==> config.mk <==
export PLATFORM = sky130hd
export DESIGN_NAME = reg_dest_scoreboard
export DESIGN_NICKNAME = d
export VERILOG_FILES = /design/src/rtl/reg_dest_scoreboard.sv
export SDC_FILE = /design/constraint.sdc
export NUM_CORES = 1
export LEC_CHECK = 0
export ABC_CLOCK_PERIOD_IN_PS = 8800
export CORE_UTILIZATION = 40
export DETAILED_ROUTE_END_ITERATION = 8
export HOLD_SLACK_MARGIN = 0.03
export PLACE_DENSITY = 0.72
export SYNTH_ARGS = -nofsm -noshare
export SYNTH_HDL_FRONTEND = slang
export SYNTH_SLANG_ARGS = --single-unit
==> constraint.sdc <==
create_clock -name clock -period 8.8 [get_ports clock]
set_input_delay 2.2 -clock clock [delete_from_list [all_inputs] [get_ports clock]]
set_output_delay 2.2 -clock clock [all_outputs]
set_load 0.05 [all_outputs]
==> src/rtl/reg_dest_scoreboard.sv <==
// Destination-register scoreboard for multi-cycle writebacks (FPU, mult/div).
// Stalls issue on RAW/WAW hazards against pending writes or when the outstanding limit is hit.
module reg_dest_scoreboard #(
  parameter int unsigned MAX_OUT = 8,
  parameter int unsigned CNT_W   = 4
) (
  input  logic             clock,
  input  logic             reset,
  input  logic             issue_valid,
  input  logic [4:0]       issue_rs,
  input  logic [4:0]       issue_rt,
  input  logic [4:0]       issue_rd,
  input  logic             issue_wr,
  input  logic             wb_valid,
  input  logic [4:0]       wb_rd,
  input  logic             flush,
  output logic             stall,
  output logic             issue_accept,
  output logic [31:0]      busy_vec,
  output logic [CNT_W-1:0] outstanding,
  output logic             wb_err
);

  logic [31:0]      r_busy;
  logic [CNT_W-1:0] r_cnt;
  logic             r_wb_err;

  logic             w_raw;
  logic             w_waw;
  logic             w_full;
  logic             w_set;
  logic             w_clr;
  logic             w_err;
  logic [31:0]      w_busy_nxt;
  logic [CNT_W-1:0] w_cnt_nxt;
  logic             w_err_nxt;

  // Bit 0 of r_busy is never set, so register 0 can never contribute a hazard.
  assign w_raw  = r_busy[issue_rs] | r_busy[issue_rt];
  assign w_waw  = issue_wr & r_busy[issue_rd];
  assign w_full = issue_wr & (issue_rd != 5'd0) & (r_cnt == CNT_W'(MAX_OUT));

  assign stall        = issue_valid & (w_raw | w_waw | w_full);
  assign issue_accept = issue_valid & ~stall;

  assign w_set = issue_accept & issue_wr & (issue_rd != 5'd0);
  assign w_clr = wb_valid & (wb_rd != 5'd0) & r_busy[wb_rd];
  assign w_err = wb_valid & (wb_rd != 5'd0) & ~r_busy[wb_rd];

  always_comb begin
    w_busy_nxt = r_busy;
    w_cnt_nxt  = r_cnt;
    w_err_nxt  = r_wb_err;
    if (flush) begin
      w_busy_nxt = '0;
      w_cnt_nxt  = '0;
    end else begin
      if (w_set) w_busy_nxt[issue_rd] = 1'b1;
      if (w_clr) w_busy_nxt[wb_rd] = 1'b0;
      if (w_set && !w_clr) begin
        w_cnt_nxt = r_cnt + CNT_W'(1);
      end else if (!w_set && w_clr) begin
        w_cnt_nxt = r_cnt - CNT_W'(1);
      end
      if (w_err) w_err_nxt = 1'b1;
    end
  end

  always_ff @(posedge clock) begin
    if (reset) begin
      r_busy   <= '0;
      r_cnt    <= '0;
      r_wb_err <= 1'b0;
    end else begin
      r_busy   <= w_busy_nxt;
      r_cnt    <= w_cnt_nxt;
      r_wb_err <= w_err_nxt;
    end
  end

  assign busy_vec    = r_busy;
  assign outstanding = r_cnt;
  assign wb_err      = r_wb_err;

  a_cnt_matches_busy: assert property (@(posedge clock) disable iff (reset)
    outstanding == CNT_W'($countones(busy_vec)));

endmodule

======== Word level (Yosys, flattened, before mapping) ========
Cells that the tools add are included.
word-level totals
  register bits after elaboration ......... 37
  input port bits ......................... 26
  output and inout port bits .............. 39
  logic and storage cells ................. 59
cells by class
  $add $sub $neg .......................... 2
  magnitude comparators ................... 6
  equality and inequality tests ........... 1
  mux-type cells .......................... 17
  bitwise gates (word level) .............. 19
  reductions and logical operators ........ 11
operators by type and width
  kind                                                               count
  2-to-1 mux 32 bit                                                  3
  AND 32 bit                                                         1
  inverter 32 bit                                                    1
  bitwise OR 32 bit                                                  1
  < comparator 5 x 6 -> 1 bit, second input constant                 4
  binary-select mux 1 bit (select 5 bit)                             4
  AND 1 bit                                                          10
  demux 1 bit (select 5 bit)                                         2
  greater-or-equal comparator 5 x 1 -> 1 bit, second input constant  2
  nonzero test 5 bit                                                 2
  2-to-1 mux 4 bit                                                   2
  2-to-1 mux 1 bit                                                   6
  adder 4 x 1 -> 4 bit, second input constant                        1
  == test 4 bit, second input constant                               1
  logical AND 1 bit                                                  4
  subtractor 4 x 1 -> 4 bit, second input constant                   1
  inverter 1 bit                                                     3
  bitwise OR 1 bit                                                   3
  logical NOT 1 bit                                                  2
  AND reduction 2 bit                                                1
  nonzero test 2 bit                                                 1
  OR reduction 2 bit                                                 1

======== Depth between registers and ports, before layout ========
Gate-level depths: netlist of run 1.
  depth after elaboration ................. 14
  mapped depth ............................ 18

======== Worst setup path after synthesis of run 1 ========
Ideal clock, no wire load.
  path kind ............................... in2out
  start ................................... input port issue_rt[1]
  end ..................................... output port issue_accept
  arrival ................................. 4.141 ns
  required time ........................... 6.600 ns
  setup slack ............................. 2.459 ns
  stages on the path ...................... 7
  path buffers ............................ 1
  cells stage by stage .................... buf_1 -> mux4_2 -> a2bb2oi_1 -> nand4b_1 -> nand3_1 -> nor3_1 -> and3_1
on the way
  cells in the longest elaborated chain, start to end .. 8
ends and longest elaborated chain
  what                                    RTL line  RTL
  from (decl)                             11        input logic [4:0] issue_rt,
  binary-select mux 1 bit (select 5 bit)  39        assign w_raw = r_busy[issue_rs] | r_busy[issue_rt];
  2-to-1 mux 1 bit (implied by the code)  39
  bitwise OR 1 bit                        39
  bitwise OR 1 bit (2 in a row)           43        assign stall = issue_valid & (w_raw | w_waw | w_full);
  AND 1 bit                               43
  inverter 1 bit                          44        assign issue_accept = issue_valid & ~stall;
  AND 1 bit                               44
  to (decl)                               18        output logic issue_accept,
No other way between the ends. The select of a mux whose other input is x is not followed.

======== Worst setup path in the final report of run 1 ========
  start ................................... input port issue_rd[1]
  end ..................................... output port issue_accept
on the way
  cells in the longest elaborated chain, start to end .. 8
  elaborated cells on any way between the ends .. 11
  those cells by class .................... mux: 2; bitwise: 8; reduce/logical: 1
ends and longest elaborated chain
  what                                    RTL line  RTL
  from (decl)                             12        input logic [4:0] issue_rd,
  binary-select mux 1 bit (select 5 bit)  40        assign w_waw = issue_wr & r_busy[issue_rd];
  2-to-1 mux 1 bit (implied by the code)  40
  AND 1 bit                               40
  bitwise OR 1 bit                        43
  bitwise OR 1 bit (*)                    43
  AND 1 bit (*)                           43
  inverter 1 bit (*)                      44
  AND 1 bit (*)                           44
Every way passes the cells marked *; elsewhere a longest branch is shown, timed or not. The select of a mux whose other input is x is not followed.

==> key figures, run 1 <==
Flow run
  • Max-Cap Viols: 0

Clock tree
  • Post-CTS sizing: 0
  • Clock-pin slew on the worst setup and hold paths: 70 ps
  • CTS tree: done
  • H-tree levels: 2
  • Number of hold buffers added after cts: 0
  • Clock latency on the worst-skew pair: 290 ps
  • Root Driver: clkbuf_8
  • CTS buffer count: 5
  • Num Clock Sinks: 37
  • Longest Clk Path Bufs: 2
  • Postcts setup bufs: 0

GRT
  • Antenna violations before repair: 0
  • GR Util All Layers: 26.59%
  • GRT Residual Overflow: 0
  • Global-route wire length before repair: 15750 um
  • Vias in the first global route: 2981
  • Largest net degree at the start of global routing: 27

STA
  • Worst slew pin tran: 1281 ps
  • Hold Vio Cnt, Final: 0
  • Hold Slack: 473.4 ps
  • Clock skew: 3.363 ps
  • Tcrit/Tclk final: 85.52%
  • Fmax: 0.1329 GHz
  • Final-report max-slew violation count: 0
  • TNS Setup: 0 ps
  • Final min period: 7526 ps
  • Final setup fails: 0
  • Max-slew headroom: 14.44%
  • RSZ-0062 raised after global routing: no

Layout
  • Area grow syn2layout: 24.62%
  • Commonest non-fill, non-tap cells in the layout: 64 x clkdlybuf4s50_1, 39 x mux2i_1, 37 x dfxtp_1, 30 x a21oi_1, 28 x nand2_1
  • Share of layout cells above drive strength 1: 7.178%
  • Total Nets Final: 434
  • Ant. Diodes: 0
  • Layout Utilization: 51.92%
  • Leading cell type in the layout, fill and taps excluded: clkdlybuf4s50_1

Floorplan
  • Die X: 89.38 um
  • Cell Rows: 31
  • Starting Density: 41.66%
  • IO Pins: 65
  • Die H: 89.38 um
  • Core Region: 7331 sq um
  • Die Area: 7989 sq um

Critical path
  • Worst r2r src: busy_vec[25]
  • R2R depth: 15
  • WP data arrival: 5330 ps
  • R2R Path End: outstanding[3]
  • Crit path capture type: primary output
  • Crit-path max FO: 22
  • Reg2Reg Setup Slack: 4760 ps
  • WS Path Type: input pin to primary output
  • Worst setup SP type: input pin
  • Crit path from: issue_rd[1]
  • WP data required: 6600 ps

Worst hold path
  • Hold crit path type: flop to flop
  • Hold_sp: wb_err
  • Worst Hold Path EP: wb_err
  • Hold path cells: 2

Synth
  • Dominant cell type by area after synthesis: dfxtp_1
  • Number of distinct library cells after synthesis: 59
  • Area contributors post-synth: dfxtp_1 24%, mux2i_1 13%, mux4_2 8.8%
  • FFs w/ async S/R, synth: 0%
  • Cell Area, Synth: 3054 sq um
  • Post-Syn Nets: 388
  • Syn. warnings: 0
  • Mapped Cells: 358
  • Mean post-synth cell area: 8.531 sq um
  • Post-synth EDFFs: 0
  • Main synth FF type: dfxtp_1
  • Share of the synthesized area in the top cell type: 24.25%
  • Flops & latches, synth: 37
  • Sequential fraction of the synthesis area: 24.25%

Drt
  • Routed vias/inst: 6.268
  • Pre-antenna DRT Iters: 6
  • DRC viols: 0
  • Vias: 3153
  • ANT nets after route: 0
  • Detailed Route WL: 10220 um
  • WL/cell: 20.31 um
  • Initial drt markers: 271

Placed design
  • Post-DP HPWL: 7389 um
  • GP Congestion: 1.018
  • Buffers on Ports: 64

Power
  • Worst IR Drop VDD: 0.00007099 V
  • Static leakage: 1.328 nW
  • Power Dens Cells: 102.8 nW/um^2

Run status
  • Status: finished clean
## critical path: stages
cell and delay, ps:
clkdlybuf4s50_1 460, buf_4 300, mux2_2 380, mux4_2 500, a2111oi_4 330, nand3_1 120, nand2_1 90, and3_1 150
clkdlybuf4s50_1 790
## registers in the layout (all words and copies together) (netlist names)
| signal | cells |
|---|---|
| busy_vec | 32 |
| outstanding | 4 |
| wb_err | 1 |
## report_power, final
part           switching (mW)  internal [mW]  leakage [nW]  total (mW)
logic                  0.0592         0.0398         0.985      0.0990
registers             0.00237          0.169         0.298       0.171
clock network          0.0586         0.0622        0.0443       0.121
total                   0.120          0.271          1.33       0.391
## logic make-up (layout without fill, tap and decap cells)
logic type                 Yosys count  in the layout  synth area share (%)
xor gates and xnor gates             3              3                0.8605
and+or+nand+nor                    129            129                 23.15
buffers and inverters               32             78                 4.547
DFF                                 37             37                 24.25
adders and majority gates            4              4                 1.885
AOI/OAI and AO/OA                   98             98                 22.08
muxes                               55             55                 23.23
## per-layer routing
metal	wire [um]	part of all wire [%]	up-vias	global-route usage (%)
met1	4572	45	1497	35.48
met4	246	2.4	0	10.82
met2	4623	45	180	43.72
met3	775	7.6	25	3.139
li1	-	-	1451	-
met5	0	0	-	0
## worst max path at each step
stage                               to  depth (start not counted)
final                     issue_accept                          9
after CTS                 issue_accept                          9
after detailed placement  issue_accept                          9
after global routing      issue_accept                          8
after floorplan           issue_accept                          7
after global placement    issue_accept                          9
## synth_stat cells (5+ instances only)
library cell	instances
mux2i_1	39
dfxtp_1	37
a21oi_1	30
nand2_1	28
o21a_1	25
clkbuf_1	21
nor2_1	21
nor3_1	21
mux4_2	12
nand3_1	8
nor2b_1	6
inv_1	5
o22ai_1	5
o31ai_1	5
## metrics by stage
step / power [mW] / setup WS, ps / instance area [sq um] / instances
4_1_cts: 0.3929 / 1286 / 3806 / 503
5_1_grt: 0.4081 / 1101 / 3806 / 503
2_1_floorplan: 0.2413 / 2459 / 3054 / 358
6_report: 0.3913 / 1274 / 3806 / 503
3_5_place_dp: 0.2729 / 1283 / 3720 / 496
3_3_place_gp: 0.2718 / 1306 / 3720 / 496
## layout make-up
cell class              count  area (sq um)
clock buffers               7         86.33
flip-flops and latches     37         740.7
repair buffers             66         655.6
well taps                  99         123.9
multi-input cells         289          2181
inverters                   5         18.77
fillers                   702          3525
(Power assumes the default switching activity.)
==> run 2: changes to the inputs <==
- CORE_UTILIZATION: 40 -> 30
- PLACE_DENSITY: 0.72 -> 0.59
==> run 2 against run 1 <==
Sequential power hardly changed. Die area is 33% higher. Clock skew is 10 ps higher. Routed wire length is 6.5% higher. Critical path type unchanged.
==> key figures, run 2 (synthesis results as in run 1) <==
Critical path
  • Cell family with most CP delay: buffers and inverters
  • Crit-path max FO: 22
  • WP depth: 9
  • Worst setup SP type: input pin
  • WP buf/inv: 3
  • Worst path slowest cell: clkdlybuf4s50_1
  • Reg2Reg Setup Slack: 4720 ps
  • WP data required: 6600 ps
  • R2R depth: 15
  • WS Path Type: input pin to primary output
  • Biggest cell delay along the critical path: 800 ps
  • Crit-path cells: clkdlybuf4s50_1, buf_4, mux2_2, mux4_2, a2111oi_4, nand3_1, nand2_1, and3_1, clkdlybuf4s50_1
  • Crit path capture type: primary output
  • WP data arrival: 5330 ps
  • Cell repeated most along the worst path: clkdlybuf4s50_1

Drt
  • Detailed Route WL: 10890 um
  • Routed wl met3: 828 um
  • Met2 Routed Length: 4941 um
  • WL/cell: 20.19 um
  • DRC viols: 0
  • Vias: 3124
  • ANT nets after route: 0
  • Top sig layer: met4
  • Routed vias/inst: 5.796
  • Initial drt markers: 260
  • M1 wire length: 4842 um
  • Pre-antenna DRT Iters: 4

STA
  • Fmax: 0.1328 GHz
  • TNS Setup: 0 ps
  • Final-report max-slew violation count: 0
  • Final setup fails: 0
  • Hold Vio Cnt, Final: 0
  • Worst slew pin tran: 1188 ps
  • Clock skew: 13.74 ps
  • Final min period: 7532 ps
  • RSZ-0062 raised after global routing: no
  • Max-slew headroom: 20.22%
  • Tcrit/Tclk final: 85.59%

GRT
  • GRT Residual Overflow: 0
  • GR Util All Layers: 21.26%
  • Antenna violations before repair: 0
  • Largest net degree at the start of global routing: 27
  • Vias in the first global route: 3070
  • Global-route wire length before repair: 16640 um

Layout
  • # fillers: 1038
  • Total Nets Final: 435
  • Ant. Diodes: 0
  • Post-Layout Cell Count: 539
  • Area grow syn2layout: 26.26%
  • Layout Utilization: 39.27%
  • Commonest non-fill, non-tap cells in the layout: 64 x clkdlybuf4s50_1, 39 x mux2i_1, 37 x dfxtp_1, 30 x a21oi_1, 28 x nand2_1
  • Leading cell type in the layout, fill and taps excluded: clkdlybuf4s50_1
  • Max FFs per register: 32
  • Share of layout cells above drive strength 1: 7.882%
  • Design area: 3856 sq um

Placed design
  • GP Congestion: 0.8667
  • Post-DP Area: 3770 sq um
  • Post-DP HPWL: 7910 um
  • Buffers on Ports: 64
  • Cells after DPL: 531

Power
  • Int Pwr: 263.8 uW
  • Power Dens Cells: 101.7 nW/um^2
  • Overall power: 392.2 uW
  • Static leakage: 1.333 nW
  • Logic pwr share: 25.4%
  • Worst IR Drop VDD: 0.00005381 V
  • Sequential power share: 43.7%
  • Clock share of power: 30.9%
  • Switching power: 128.4 uW
  • Sw frac: 32.74%

Floorplan
  • IO Pins: 65
  • Core Region: 9819 sq um
  • Cell Rows: 36
  • Starting Density: 31.10%
  • Die Area: 10590 sq um
  • Die H: 102.9 um
  • Die X: 102.9 um

Run status
  • Status: finished clean

Clock tree
  • Clock-pin slew on the worst setup and hold paths: 90 ps
  • CTS buffer count: 5
  • Root Driver: clkbuf_8
  • Clock latency on the worst-skew pair: 300 ps
  • Longest Clk Path Bufs: 2
  • H-tree levels: 2
  • Post-CTS sizing: 0
  • Num Clock Sinks: 37
  • Postcts setup bufs: 0
  • CTS tree: done
  • Number of hold buffers added after cts: 0

Flow run
  • Max-Cap Viols: 0

Worst hold path
  • Hold path cells: 2
  • Hold crit path type: flop to flop
-- run 2: cell type report --
type	count	area [sq um]	share of cell area (%)
Multi-Input combinational cell	289	2181	56.55
Sequential cell	37	740.7	19.21
Timing Repair Buffer	67	663.1	17.20
Tap cell	133	166.4	4.315
Clock buffer	5	68.82	1.785
Inverter	5	18.77	0.4867
Clock inverter	3	17.52	0.4543
-- run 2: path summary, 6_finish.rpt --
path	to	startpoint
setup reg to reg	outstanding[3]	busy_vec[26]
hold reg to reg	wb_err	wb_err
setup / recovery	issue_accept	issue_rd[1]
hold / removal	wb_err	wb_err
-- run 2: tightest hold or removal path: cells and delay by family (launching register included) --
family | cells | cell delay, ps
AOI/OAI and AO/OA | 1 | 40
DFF | 1 | 340
and+or+nand+nor | 1 | 70
-- run 2: per-stage QoR --
stage	setup WS [ps]	hold slack, ps
after floorplan	2459	707.2
after global placement	1324	461.4
after detailed placement	1277	464.5
after CTS	1276	493.9
after global routing	1145	546.3
final	1268	485.9
-- run 2: power by group through the flow --
stage	sequential, mW	combinational, mW	clock [mW]
after CTS	0.171	0.0991	0.123
after global routing	0.172	0.108	0.130
after detailed placement	0.175	0.0987	0
after global placement	0.175	0.0973	0
after floorplan	0.181	0.0605	0
final	0.171	0.0997	0.121
-- run 2: metal layers --
layer | GRT usage [%] | vias to the layer above
li1 | - | 1449
met1 | 28.44 | 1492
met2 | 34.46 | 160
met3 | 3.797 | 23
met4 | 7.367 | 0
met5 | 0 | -
==> run 3: changes to the inputs <==
- CORE_UTILIZATION: 30 -> 23
- PLACE_DENSITY: 0.59 -> 0.49
==> run 3 against run 2 <==
Combinational power about the same. Clock skew down 8.1 ps. Sequential cell count unchanged. Critical endpoint unchanged. Clock power up 39%. Total power up 12%. Global-route usage down 4.0 points. Highest routed layer unchanged. Worst setup slack worse by 45 ps. First-iteration DRC count up 3.1%. Count of clock-buffer cells in the layout unchanged. Non-clock buffer count unchanged.
==> key figures, run 3 (synthesis results as in run 1) <==
Run status
  • Status: finished clean

Power
  • Overall power: 440.0 uW
  • Switching power: 129.4 uW
  • Worst IR Drop VDD: 0.00005323 V
  • Logic pwr share: 22.9%
  • Static leakage: 1.354 nW
  • Int Pwr: 310.5 uW
  • Clock share of power: 38.1%
  • Sw frac: 29.42%
  • Power Dens Cells: 111.4 nW/um^2
  • Sequential power share: 39.0%

STA
  • RSZ-0062 raised after global routing: no
  • Clock skew: 5.636 ps
  • Worst slew pin tran: 1245 ps
  • Final-report max-slew violation count: 0
  • TNS Setup: 0 ps
  • Hold Vio Cnt, Final: 0
  • Max-slew headroom: 16.35%
  • Fmax: 0.1320 GHz
  • Tcrit/Tclk final: 86.11%
  • Hold Slack: 487.5 ps
  • Final setup fails: 0
  • Final min period: 7578 ps

Clock tree
  • Root Driver: clkbuf_16
  • Clock latency on the worst-skew pair: 280 ps
  • Post-CTS sizing: 0
  • Num Clock Sinks: 37
  • Longest Clk Path Bufs: 2
  • CTS tree: done
  • Postcts setup bufs: 0
  • Number of hold buffers added after cts: 0
  • Clock-pin slew on the worst setup and hold paths: 60 ps
  • CTS buffer count: 5
  • H-tree levels: 2

Placed design
  • Post-DP HPWL: 8574 um
  • Buffers on Ports: 64
  • GP Congestion: 0.8473

Critical path
  • Crit path capture type: primary output
  • Cell repeated most along the worst path: clkdlybuf4s50_1
  • Worst setup SP type: input pin
  • WP data arrival: 5380 ps
  • Cell family with most CP delay: buffers and inverters
  • WP data required: 6600 ps
  • Worst path slowest cell: clkdlybuf4s50_1
  • Biggest cell delay along the critical path: 790 ps
  • WP buf/inv: 3
  • WS Path Type: input pin to primary output
  • Crit-path cells: clkdlybuf4s50_1, buf_4, mux2_2, mux4_2, a2111oi_4, nand3_1, nand2_1, and3_1, clkdlybuf4s50_1
  • Crit-path max FO: 22

GRT
  • M1 GR Usage: 25.12%
  • GRT met3 Usage: 2.472%
  • Vias in the first global route: 2928
  • GRT Residual Overflow: 0
  • GR Util All Layers: 17.27%
  • Most Crowded Layer GR: met2
  • Antenna violations before repair: 0
  • Largest net degree at the start of global routing: 27
  • Global-route wire length before repair: 17510 um
  • GR Layer Usage met2: 26.08%

Layout
  • Share of layout cells above drive strength 1: 7.426%
  • Max FFs per register: 32
  • Total Nets Final: 435
  • Area grow syn2layout: 29.29%
  • Commonest non-fill, non-tap cells in the layout: 64 x clkdlybuf4s50_1, 39 x mux2i_1, 37 x dfxtp_1, 30 x a21oi_1, 28 x nand2_1
  • Ant. Diodes: 0
  • Leading cell type in the layout, fill and taps excluded: clkdlybuf4s50_1

Floorplan
  • Cell Rows: 41
  • IO Pins: 65
  • Starting Density: 23.91%
  • Die X: 117.2 um
  • Die H: 117.2 um
  • Core Region: 12770 sq um
  • Die Area: 13740 sq um

Drt
  • ANT nets after route: 0
  • WL/cell: 20.13 um
  • Pre-antenna DRT Iters: 5
  • Initial drt markers: 268
  • Detailed Route WL: 11600 um
  • DRC viols: 0
  • Vias: 3125
  • Routed vias/inst: 5.425

Flow run
  • Max-Cap Viols: 0

Worst hold path
  • Hold crit path type: flop to flop
-- run 3: final cells by class --
cell class / instances / area, sq um
multi-input cells: 289 / 2181
clock inverters: 1 / 5.005
clock buffers: 5 / 125.1
fillers: 1352 / 8825
flip-flops and latches: 37 / 740.7
inverters: 5 / 18.77
well taps: 172 / 215.2
repair buffers: 67 / 663.1
-- run 3: worst min-delay path: stages (launching register included) --
cell     delay [ps]
dfxtp_1         330
a21oi_1          50
nor2_1           70
-- run 3: worst paths after layout --
path	startpoint	end	slack, ps	cells after the start
max	issue_rd[1]	issue_accept	1220	9
min reg2reg	wb_err	wb_err	490	2
min	wb_err	wb_err	490	2
max reg2reg	busy_vec[27]	outstanding[3]	4610	15
-- run 3: layer usage --
metal / up-vias / wire, um
li1: 1455 / -
met1: 1514 / 5465
met2: 141 / 5112
met3: 15 / 803
met4: 0 / 215
met5: - / 0
-- run 3: power groups by stage --
stage               Sequential (mW)  Combinational (mW)  Clock (mW)
finish                        0.172               0.101       0.168
detailed placement            0.175              0.0995           0
floorplan                     0.181              0.0605           0
global placement              0.175              0.0987           0
CTS                           0.172              0.0998       0.171
global route                  0.172               0.108       0.179
-- run 3: metrics by stage --
stage | cell area (sq um) | util [%] | worst slack [ps] | instances
final | 3949 | 30.91 | 1222 | 576
after global routing | 3949 | 30.91 | 1087 | 576
after CTS | 3949 | 30.91 | 1223 | 576
after detailed placement | 3819 | 29.90 | 1230 | 570
after global placement | 3819 | 29.90 | 1268 | 570
after floorplan | 3054 | - | 2459 | 358
